--- config.mk ---
export PLATFORM = sky130hd
export DESIGN_NAME = cardinal_nic_ctrl_flat
export DESIGN_NICKNAME = d
export VERILOG_FILES = /design/src/rtl/cardinal_nic_ctrl_if.sv /design/src/rtl/cardinal_nic_ctrl.sv /design/src/flat_wrapper.sv
export SDC_FILE = /design/constraint.sdc
export NUM_CORES = 1
export LEC_CHECK = 0
export BUFFER_PORTS_ARGS = -buffer_cell sky130_fd_sc_hd__buf_2
export CAP_MARGIN = 20
export CORE_UTILIZATION = 29
export CTS_BUF_LIST = sky130_fd_sc_hd__clkbuf_8
export DETAILED_ROUTE_END_ITERATION = 16
export GPL_TIMING_DRIVEN = 0
export RECOVER_POWER = 100
export REMOVE_ABC_BUFFERS = 1
export SETUP_SLACK_MARGIN = 0.3
export SYNTH_ARGS = -nofsm -noshare
export SYNTH_HDL_FRONTEND = slang
export SYNTH_SLANG_ARGS = --single-unit
--- constraint.sdc ---
create_clock -name clk -period 9.3 [get_ports clk]
set_clock_uncertainty 0.15 [all_clocks]
set_input_delay 0.93 -clock clk [delete_from_list [all_inputs] [get_ports clk]]
set_output_delay 0.93 -clock clk [all_outputs]
set_load 0.01 [all_outputs]
--- src/rtl/cardinal_nic_ctrl_if.sv ---
// PE-side and NIC-side handshake/bus signals of the cardinal_nic controller.
// The controller uses the slave modport; the environment driving it uses master.
interface cardinal_nic_ctrl_if #(
  parameter int DATA_W = 64
);
  logic              tx_valid;
  logic              tx_ready;
  logic [DATA_W-1:0] tx_data;
  logic              rx_valid;
  logic              rx_ready;
  logic [DATA_W-1:0] rx_data;
  logic [1:0]        nic_addr;
  logic              nic_en;
  logic              nic_en_wr;
  logic [DATA_W-1:0] nic_wdata;
  logic [DATA_W-1:0] nic_rdata;

  modport slave (
    input  tx_valid, tx_data, rx_ready, nic_rdata,
    output tx_ready, rx_valid, rx_data, nic_addr, nic_en, nic_en_wr, nic_wdata
  );

  modport master (
    output tx_valid, tx_data, rx_ready, nic_rdata,
    input  tx_ready, rx_valid, rx_data, nic_addr, nic_en, nic_en_wr, nic_wdata
  );
endinterface

--- src/rtl/cardinal_nic_ctrl.sv ---
// Drives the cardinal_nic CPU port for a PE: buffers TX packets in a small FIFO,
// polls NIC status, writes/reads the NIC buffers, round-robins TX and RX service.
module cardinal_nic_ctrl #(
  parameter int DATA_W   = 64,
  parameter int TX_DEPTH = 4,
  parameter int RD_LAT   = 0,
  parameter int CNT_W    = 16
) (
  input  logic              clk,
  input  logic              reset,
  cardinal_nic_ctrl_if.slave bus,
  output logic [CNT_W-1:0]  tx_sent,
  output logic [CNT_W-1:0]  rx_recv
);
  localparam int AW = (TX_DEPTH > 1) ? $clog2(TX_DEPTH) : 1;
  localparam logic [AW:0] DEPTH_C = (AW+1)'(TX_DEPTH);

  typedef enum logic [2:0] {
    IDLE, POLL_TX, WAIT_TX, WRITE_TX, POLL_RX, WAIT_RX, READ_RX, WAIT_RD
  } state_t;

  state_t            state, state_nxt;
  logic [DATA_W-1:0] mem [TX_DEPTH];
  logic [AW-1:0]     wr_ptr, rd_ptr;
  logic [AW:0]       count;
  logic              push, pop, tx_pend, rx_pend, last_tx, capture, status_bit;

  assign status_bit   = bus.nic_rdata[0];
  assign bus.tx_ready = !reset && (count != DEPTH_C);
  assign push         = bus.tx_valid && bus.tx_ready;
  assign pop          = (state == WRITE_TX);
  assign tx_pend      = (count != '0);
  assign rx_pend      = !bus.rx_valid;

  // TX FIFO: registered head, no fall-through
  always_ff @(posedge clk or posedge reset) begin
    if (reset) begin
      wr_ptr <= '0;
      rd_ptr <= '0;
      count  <= '0;
    end else begin
      if (push) wr_ptr <= wr_ptr + 1'b1;
      if (pop)  rd_ptr <= rd_ptr + 1'b1;
      case ({push, pop})
        2'b10:   count <= count + 1'b1;
        2'b01:   count <= count - 1'b1;
        default: count <= count;
      endcase
    end
  end

  always_ff @(posedge clk) begin
    if (push) mem[wr_ptr] <= bus.tx_data;
  end

  // Control: sequencer state, arbitration history, RX holding register, counters
  always_ff @(posedge clk or posedge reset) begin
    if (reset) begin
      state       <= IDLE;
      last_tx     <= 1'b0;
      tx_sent     <= '0;
      rx_recv     <= '0;
      bus.rx_valid <= 1'b0;
      bus.rx_data  <= '0;
    end else begin
      state <= state_nxt;
      if (state == IDLE && state_nxt == POLL_TX) last_tx <= 1'b1;
      if (state == IDLE && state_nxt == POLL_RX) last_tx <= 1'b0;
      if (pop) tx_sent <= tx_sent + 1'b1;
      if (capture) begin
        bus.rx_data  <= bus.nic_rdata;
        bus.rx_valid <= 1'b1;
        rx_recv      <= rx_recv + 1'b1;
      end else if (bus.rx_valid && bus.rx_ready) begin
        bus.rx_valid <= 1'b0;
      end
    end
  end

  // Next state and NIC strobes, all decoded from the current state
  always_comb begin
    state_nxt     = state;
    capture       = 1'b0;
    bus.nic_en    = 1'b0;
    bus.nic_en_wr = 1'b0;
    bus.nic_addr  = 2'b00;
    bus.nic_wdata = '0;
    case (state)
      IDLE: begin
        if (tx_pend && rx_pend) state_nxt = last_tx ? POLL_RX : POLL_TX;
        else if (tx_pend)       state_nxt = POLL_TX;
        else if (rx_pend)       state_nxt = POLL_RX;
      end
      POLL_TX: begin
        bus.nic_en   = 1'b1;
        bus.nic_addr = 2'b11;
        if (RD_LAT != 0) state_nxt = WAIT_TX;
        else             state_nxt = status_bit ? IDLE : WRITE_TX;
      end
      WAIT_TX: begin
        bus.nic_addr = 2'b11;
        state_nxt    = status_bit ? IDLE : WRITE_TX;
      end
      WRITE_TX: begin
        bus.nic_en    = 1'b1;
        bus.nic_en_wr = 1'b1;
        bus.nic_addr  = 2'b10;
        bus.nic_wdata = mem[rd_ptr];
        state_nxt     = IDLE;
      end
      POLL_RX: begin
        bus.nic_en   = 1'b1;
        bus.nic_addr = 2'b01;
        if (RD_LAT != 0) state_nxt = WAIT_RX;
        else             state_nxt = status_bit ? READ_RX : IDLE;
      end
      WAIT_RX: begin
        bus.nic_addr = 2'b01;
        state_nxt    = status_bit ? READ_RX : IDLE;
      end
      READ_RX: begin
        bus.nic_en = 1'b1;
        if (RD_LAT != 0) begin
          state_nxt = WAIT_RD;
        end else begin
          capture   = 1'b1;
          state_nxt = IDLE;
        end
      end
      WAIT_RD: begin
        capture   = 1'b1;
        state_nxt = IDLE;
      end
      default: state_nxt = IDLE;
    endcase
  end
endmodule

--- src/flat_wrapper.sv ---
// flat-port wrapper written by rule: the top's interface ports become plain ports
module cardinal_nic_ctrl_flat 
#(
  parameter int DATA_W   = 64,
  parameter int TX_DEPTH = 4,
  parameter int RD_LAT   = 0,
  parameter int CNT_W    = 16
)
  (clk, reset, tx_sent, rx_recv, bus_tx_valid, bus_tx_data, bus_rx_ready, bus_nic_rdata, bus_tx_ready, bus_rx_valid, bus_rx_data, bus_nic_addr, bus_nic_en, bus_nic_en_wr, bus_nic_wdata);
  cardinal_nic_ctrl_if #(.DATA_W(DATA_W)) bus_i ();
  input  logic clk;
  input  logic reset;
  output logic [CNT_W-1:0] tx_sent;
  output logic [CNT_W-1:0] rx_recv;
  input wire logic [$bits(bus_i.tx_valid)-1:0] bus_tx_valid;
  input wire logic [$bits(bus_i.tx_data)-1:0] bus_tx_data;
  input wire logic [$bits(bus_i.rx_ready)-1:0] bus_rx_ready;
  input wire logic [$bits(bus_i.nic_rdata)-1:0] bus_nic_rdata;
  output wire logic [$bits(bus_i.tx_ready)-1:0] bus_tx_ready;
  output wire logic [$bits(bus_i.rx_valid)-1:0] bus_rx_valid;
  output wire logic [$bits(bus_i.rx_data)-1:0] bus_rx_data;
  output wire logic [$bits(bus_i.nic_addr)-1:0] bus_nic_addr;
  output wire logic [$bits(bus_i.nic_en)-1:0] bus_nic_en;
  output wire logic [$bits(bus_i.nic_en_wr)-1:0] bus_nic_en_wr;
  output wire logic [$bits(bus_i.nic_wdata)-1:0] bus_nic_wdata;
  assign bus_i.tx_valid = bus_tx_valid;
  assign bus_i.tx_data = bus_tx_data;
  assign bus_i.rx_ready = bus_rx_ready;
  assign bus_i.nic_rdata = bus_nic_rdata;
  assign bus_tx_ready = bus_i.tx_ready;
  assign bus_rx_valid = bus_i.rx_valid;
  assign bus_rx_data = bus_i.rx_data;
  assign bus_nic_addr = bus_i.nic_addr;
  assign bus_nic_en = bus_i.nic_en;
  assign bus_nic_en_wr = bus_i.nic_en_wr;
  assign bus_nic_wdata = bus_i.nic_wdata;
  cardinal_nic_ctrl #(.DATA_W(DATA_W), .TX_DEPTH(TX_DEPTH), .RD_LAT(RD_LAT), .CNT_W(CNT_W)) u_core (.clk(clk), .reset(reset), .bus(bus_i), .tx_sent(tx_sent), .rx_recv(rx_recv));
endmodule
## Yosys cells after proc, flatten, opt, wreduce, memory -nomap -nowiden

Memories as Yosys holds them, arrays and structs flattened.
Cells that the tools add are included.

- Bits in registers: 108
- RAM bits: 256
- Input port bits: 132
- Output and inout bits: 166
- Logic and storage cells: 65
- Memories kept: 1

- Add/sub/neg operators: 6
- Equal/unequal tests: 12
- Muxes and demuxes: 19
- Reductions and logical operators: 18

Memory list:

| name | depth | width | read ports | clocked after Yosys merged registers in | wr ports | RTL line | text |
|---|---|---|---|---|---|---|---|
| u_core.mem | 4 | 64 | 1 | 0 | 1 | cardinal_nic_ctrl.sv:23 | `logic [DATA_W-1:0] mem [TX_DEPTH];` |

Operators by type and width:

| operator | count |
|---|---|
| 2-to-1 mux 64 bit | 1 |
| adder 16 x 1 -> 16 bit (second input constant) | 2 |
| == test 3 bit (second input constant) | 5 |
| 2-to-1 mux 3 bit | 5 |
| one-hot mux 3 bit (4 select lines) | 1 |
| 2-to-1 mux 1 bit | 9 |
| == test 3 x 1 -> 1 bit (second input constant) | 2 |
| == test 3 x 2 -> 1 bit (second input constant) | 2 |
| logical AND 1 bit | 6 |
| one-hot mux 2 bit (3 select lines) | 1 |
| one-hot mux 3 bit (2 select lines) | 1 |
| nonzero test 2 bit | 3 |
| OR reduction 2 bit | 3 |
| adder 2 x 1 -> 2 bit (second input constant) | 2 |
| OR reduction 4 bit | 1 |
| adder 3 x 1 -> 3 bit (second input constant) | 1 |
| logical NOT 3 bit | 1 |
| != test 3 bit (second input constant) | 1 |
| nonzero test 3 bit | 1 |
| OR reduction 3 bit | 1 |
| subtractor 3 x 1 -> 3 bit (second input constant) | 1 |
| == test 2 x 1 -> 1 bit (second input constant) | 1 |
| == test 2 bit (second input constant) | 1 |
| logical NOT 1 bit | 2 |
| 2-to-1 mux 2 bit | 1 |

## Logic depth before layout (Yosys ltp)

- Word-level depth: 8
- Depth in mapped cells: 10
- Depth with buffers taken out: 10

## Least setup slack after synthesis

No wires, ideal clock.

- Path kind: input to register
- Start point: input reset
- End point: memory u_core.mem[0][0] (enable)
- Setup time: 0.429 ns
- Arrival time: 2.925 ns
- Required time: 8.721 ns
- Slack: 5.795 ns
- Stages: 2
- Buffers on the path: 0
- Cells stage by stage: a31oi_1 and3_1

- Cells in the longest elaborated chain, start to end: 5

RTL lines:

| item | RTL line | text |
|---|---|---|
| from (decl) | flat_wrapper.sv:12 | `input logic reset;` |
| logical NOT 1 bit (no source line) | - |  |
| logical AND 1 bit | cardinal_nic_ctrl.sv:29 | `assign bus.tx_ready = !reset && (count != DEPTH_C);` |
| logical AND 1 bit | cardinal_nic_ctrl.sv:30 | `assign push = bus.tx_valid && bus.tx_ready;` |
| 2-to-1 mux 1 bit | cardinal_nic_ctrl.sv:53 | `if (push) mem[wr_ptr] <= bus.tx_data;` |
| 2-to-1 mux 1 bit (implied by the code) | cardinal_nic_ctrl.sv:53 |  |
| to (decl) | cardinal_nic_ctrl.sv:23 |  |

Every way passes these cells.

## Worst setup path after layout

- Start point: register u_core.state[2]
- End point: output bus_nic_wdata[45]

- Cells in the longest elaborated chain, start to end: 2

RTL lines:

| item | RTL line | text |
|---|---|---|
| from (decl) | cardinal_nic_ctrl.sv:22 | `state_t state, state_nxt;` |
| from (signal assigned) | cardinal_nic_ctrl.sv:66 | `state <= state_nxt;` |
| == test 3 x 2 -> 1 bit | cardinal_nic_ctrl.sv:88 | `case (state)` |
| 2-to-1 mux 64 bit | cardinal_nic_ctrl.sv:88 |  |
| to (decl) | flat_wrapper.sv:25 | `output wire logic [$bits(bus_i.nic_wdata)-1:0] bus_nic_wdata;` |

Every way passes these cells.

==> metrics.csv <==
metric,value,unit
sequential area share after synthesis,73.6,%
Buf/Inv on CP,2,
combinational share of power,24.7,%
DRT Wirelength,32200,um
failing checks,"max-capacitance violations, max-slew violations",
Post-Route Setup TNS,0,ns
Most Frequent Cell on Critical Path,clkbuf_1,
Switch Pwr,1460,uW
worst slew pin tran,4.41,ns
HP Start,u_core.tx_sent[15],
power density cells,285,mW/mm2
WL per Instance,18.5,um
HPWL after DPL,19900,um
Starting Density,29.5,%
R2R Path Start,u_core.count[1],
min cycle time layout,5.81,ns
fraction of layout cells with a size suffix above 1,26.1,%
Flop pwr share,46.6,%
Net Sw Frac,29.9,%
final setup fails,0,
worst min path class,flip-flop to flip-flop,
Util after Layout,35.9,%
fin crit share,62.5,%
die area,0.0496,mm2
root buf cell,clkbuf_8,
Rows,80,
P_int,3430,uW
port bufs,297,
initial antenna violation count,2,
Rel. slew slack,-194,%
vias,7679,
vias in the first global route,8138,
Unique masters post-synth,36,
"critical path, cell by cell",nand3b_1 -> clkbuf_1 -> nor2b_1 -> clkbuf_1,
slowest CP cell,clkbuf_1,
hold_ws,0.318,ns
die width,223,um
# Post-CTS Setup Buffers,0,
post-synthesis cell count,731,
global route total overflow,0,
Final Wtd Congestion,0.726,
num ports,298,
placed inst area,0.0165,mm2
drt pass-1 iters,4,
# hold bufs at CTS,0,
FMAX,172,MHz
max-slew violation count,433,
Total Routing Usage GR,13.0,%
CP arrival,4.73,ns
final hold viol count,0,
WS Path Type,flip-flop to output pin,
Critical path origin,u_core.state[2],
synth warn,0,
H-tree depth,3,
RSZ-0062 raised after global routing,false,
"Design Area, Final",0.0172,mm2
Layout Cells excl Fill,1735,
status,"complete, but fails checks",
largest net degree at the start of global routing,73,
synthesized flop and latch total,364,
CTS resizes,0,
Max clock buf depth,3,
CTS tree,done,
drc violations,0,
first-pass GRT wire length,48300,um
CP Capture Type,output pin,
Worst-path clk slew,0.05,ns
"Clk Latency, worst-skew pair",0.62,ns
critical path's top delay family,buffers and inverters,
Clock power frac,28.7,%
Num CTS Buffers,66,
worst vdd ir,0.000125,V
Initial DRC Count,337,
die height,223,um
max-cap violations,9,
"Req. time, crit path",8.22,ns
"antenna viol nets, final",0,
clock sink count,364,
Nets,1212,
Syn Area/Cell,19.3,um2
LEAKAGE,0.00609,uW
Fill cells,4664,
CP max stage delay,2.18,ns
Critical Path Fanout Max,50,
Layout area overhead,21.8,%
crit start category,flip-flop,
Mapped Area,0.0141,mm2
core area,0.0478,mm2
number of placed cells counting well taps,1619,
via density per instance,4.43,
-- per-layer routing --
layer / GRT usage [%] / vias up / part of all wire (%)
li1: - / 3497 / -
met1: 15.5 / 3948 / 41
met2: 21.6 / 179 / 51
met3: 4.43 / 51 / 6.4
met4: 5.03 / 4 / 1.9
met5: 0 / - / 0.096
-- cell type report --
type                    count  area, um2  area share (%)
flip-flops and latches    364      10400            60.5
multi-input cells         322       3470            20.2
repair buffers            305       1280            7.43
clock buffers              72        991            5.76
well taps                 615        769            4.47
clock inverters            43        240            1.40
inverters                  13       50.0           0.291
diodes                      1       2.50          0.0146
-- state kept, by name, summed over array words and instances, names as in the netlist --
signal / flops
u_core.mem: 256
u_core.wr_ptr: 2
u_core.rd_ptr: 2
u_core.bus.rx_valid: 1
u_core.state: 3
u_core.rx_recv: 16
u_core.count: 3
u_core.last_tx: 1
u_core.bus.rx_data: 64
u_core.tx_sent: 16
-- synthesized netlist by cell type --
cell | instances | share of area (%)
ha_1 | 7 | 0.62
fa_1 | 1 | 0.14
nand3b_4 | 1 | 0.14
xnor2_1 | 25 | 1.6
buf_4 | 5 | 0.27
or3_1 | 3 | 0.13
clkbuf_1 | 8 | 0.21
inv_1 | 13 | 0.35
mux4_2 | 64 | 10
mux2_2 | 66 | 5.3
a31oi_1 | 1 | 0.044
nor2b_1 | 64 | 2.8
a21oi_1 | 2 | 0.071
and3_1 | 6 | 0.27
nor4_2 | 2 | 0.18
or2_2 | 2 | 0.089
and4_1 | 3 | 0.19
nand4_2 | 1 | 0.089
or3_4 | 2 | 0.16
buf_1 | 2 | 0.053
nor2_1 | 7 | 0.19
xnor2_2 | 1 | 0.12
buf_2 | 16 | 0.57
buf_6 | 1 | 0.080
mux2i_1 | 1 | 0.071
nor3_1 | 6 | 0.21
xor2_1 | 12 | 0.74
nand3_1 | 9 | 0.32
nand2_1 | 18 | 0.48
nor4_1 | 2 | 0.089
a21o_1 | 1 | 0.053
nand4_1 | 7 | 0.31
o21ai_0 | 5 | 0.18
and2_1 | 3 | 0.13
dfrtp_1 | 108 | 19
edfxtp_1 | 256 | 54
-- cell families after synthesis --
kind of cell	synth area share, %
AO/OA/AOI/OAI	0.346
XOR/XNOR	2.41
adder cells (fa/ha/maj)	0.762
buffers and inverters	1.52
flip-flops	73.6
multiplexers	15.5
AND/OR/NAND/NOR	5.81
-- path summary, 6_finish.rpt --
check	slack, ns	cells after the start	end
setup reg to reg	4.41	4	u_core.mem[0][20]
min in group asynchronous	0.57	2	u_core.wr_ptr[0]
setup / recovery	3.49	4	bus_nic_wdata[45]
hold / removal	0.32	1	u_core.tx_sent[15]
max in group asynchronous	4.09	3	u_core.bus.rx_data[31]
hold reg to reg	0.32	1	u_core.tx_sent[15]
-- layout by cell type, fill, tap and decap left out, types with 4 or more instances in the layout --
cell type,n
nor2_1,7
xnor2_1,25
mux2_2,66
or3_1,5
clkinv_1,10
inv_1,31
edfxtp_1,256
ha_1,7
and3_1,6
nand4_1,8
nand2_1,18
clkbuf_1,235
o21ai_0,5
buf_2,68
dfrtp_1,106
nand3_1,9
nor3_1,6
xor2_1,12
nor2b_1,64
mux4_2,64
nor4_1,4
clkbuf_8,72
clkinv_2,6
-- metrics by stage --
step,worst slack (ns),power (uW)
finish,3.49,4900
global route,2.97,5180
CTS,5.32,5060
detailed placement,6.04,3620
global placement,3.14,3650
floorplan,4.81,3110
-- power groups by stage --
stage,logic (uW),clock network [uW],registers [uW]
final,1210,1400,2280
after global routing,1320,1530,2330
after CTS,1320,1470,2280
after detailed placement,1310,0,2310
after global placement,1250,0,2400
after floorplan,723,0,2380
No activity file was read; power rests on OpenSTA's default activity.
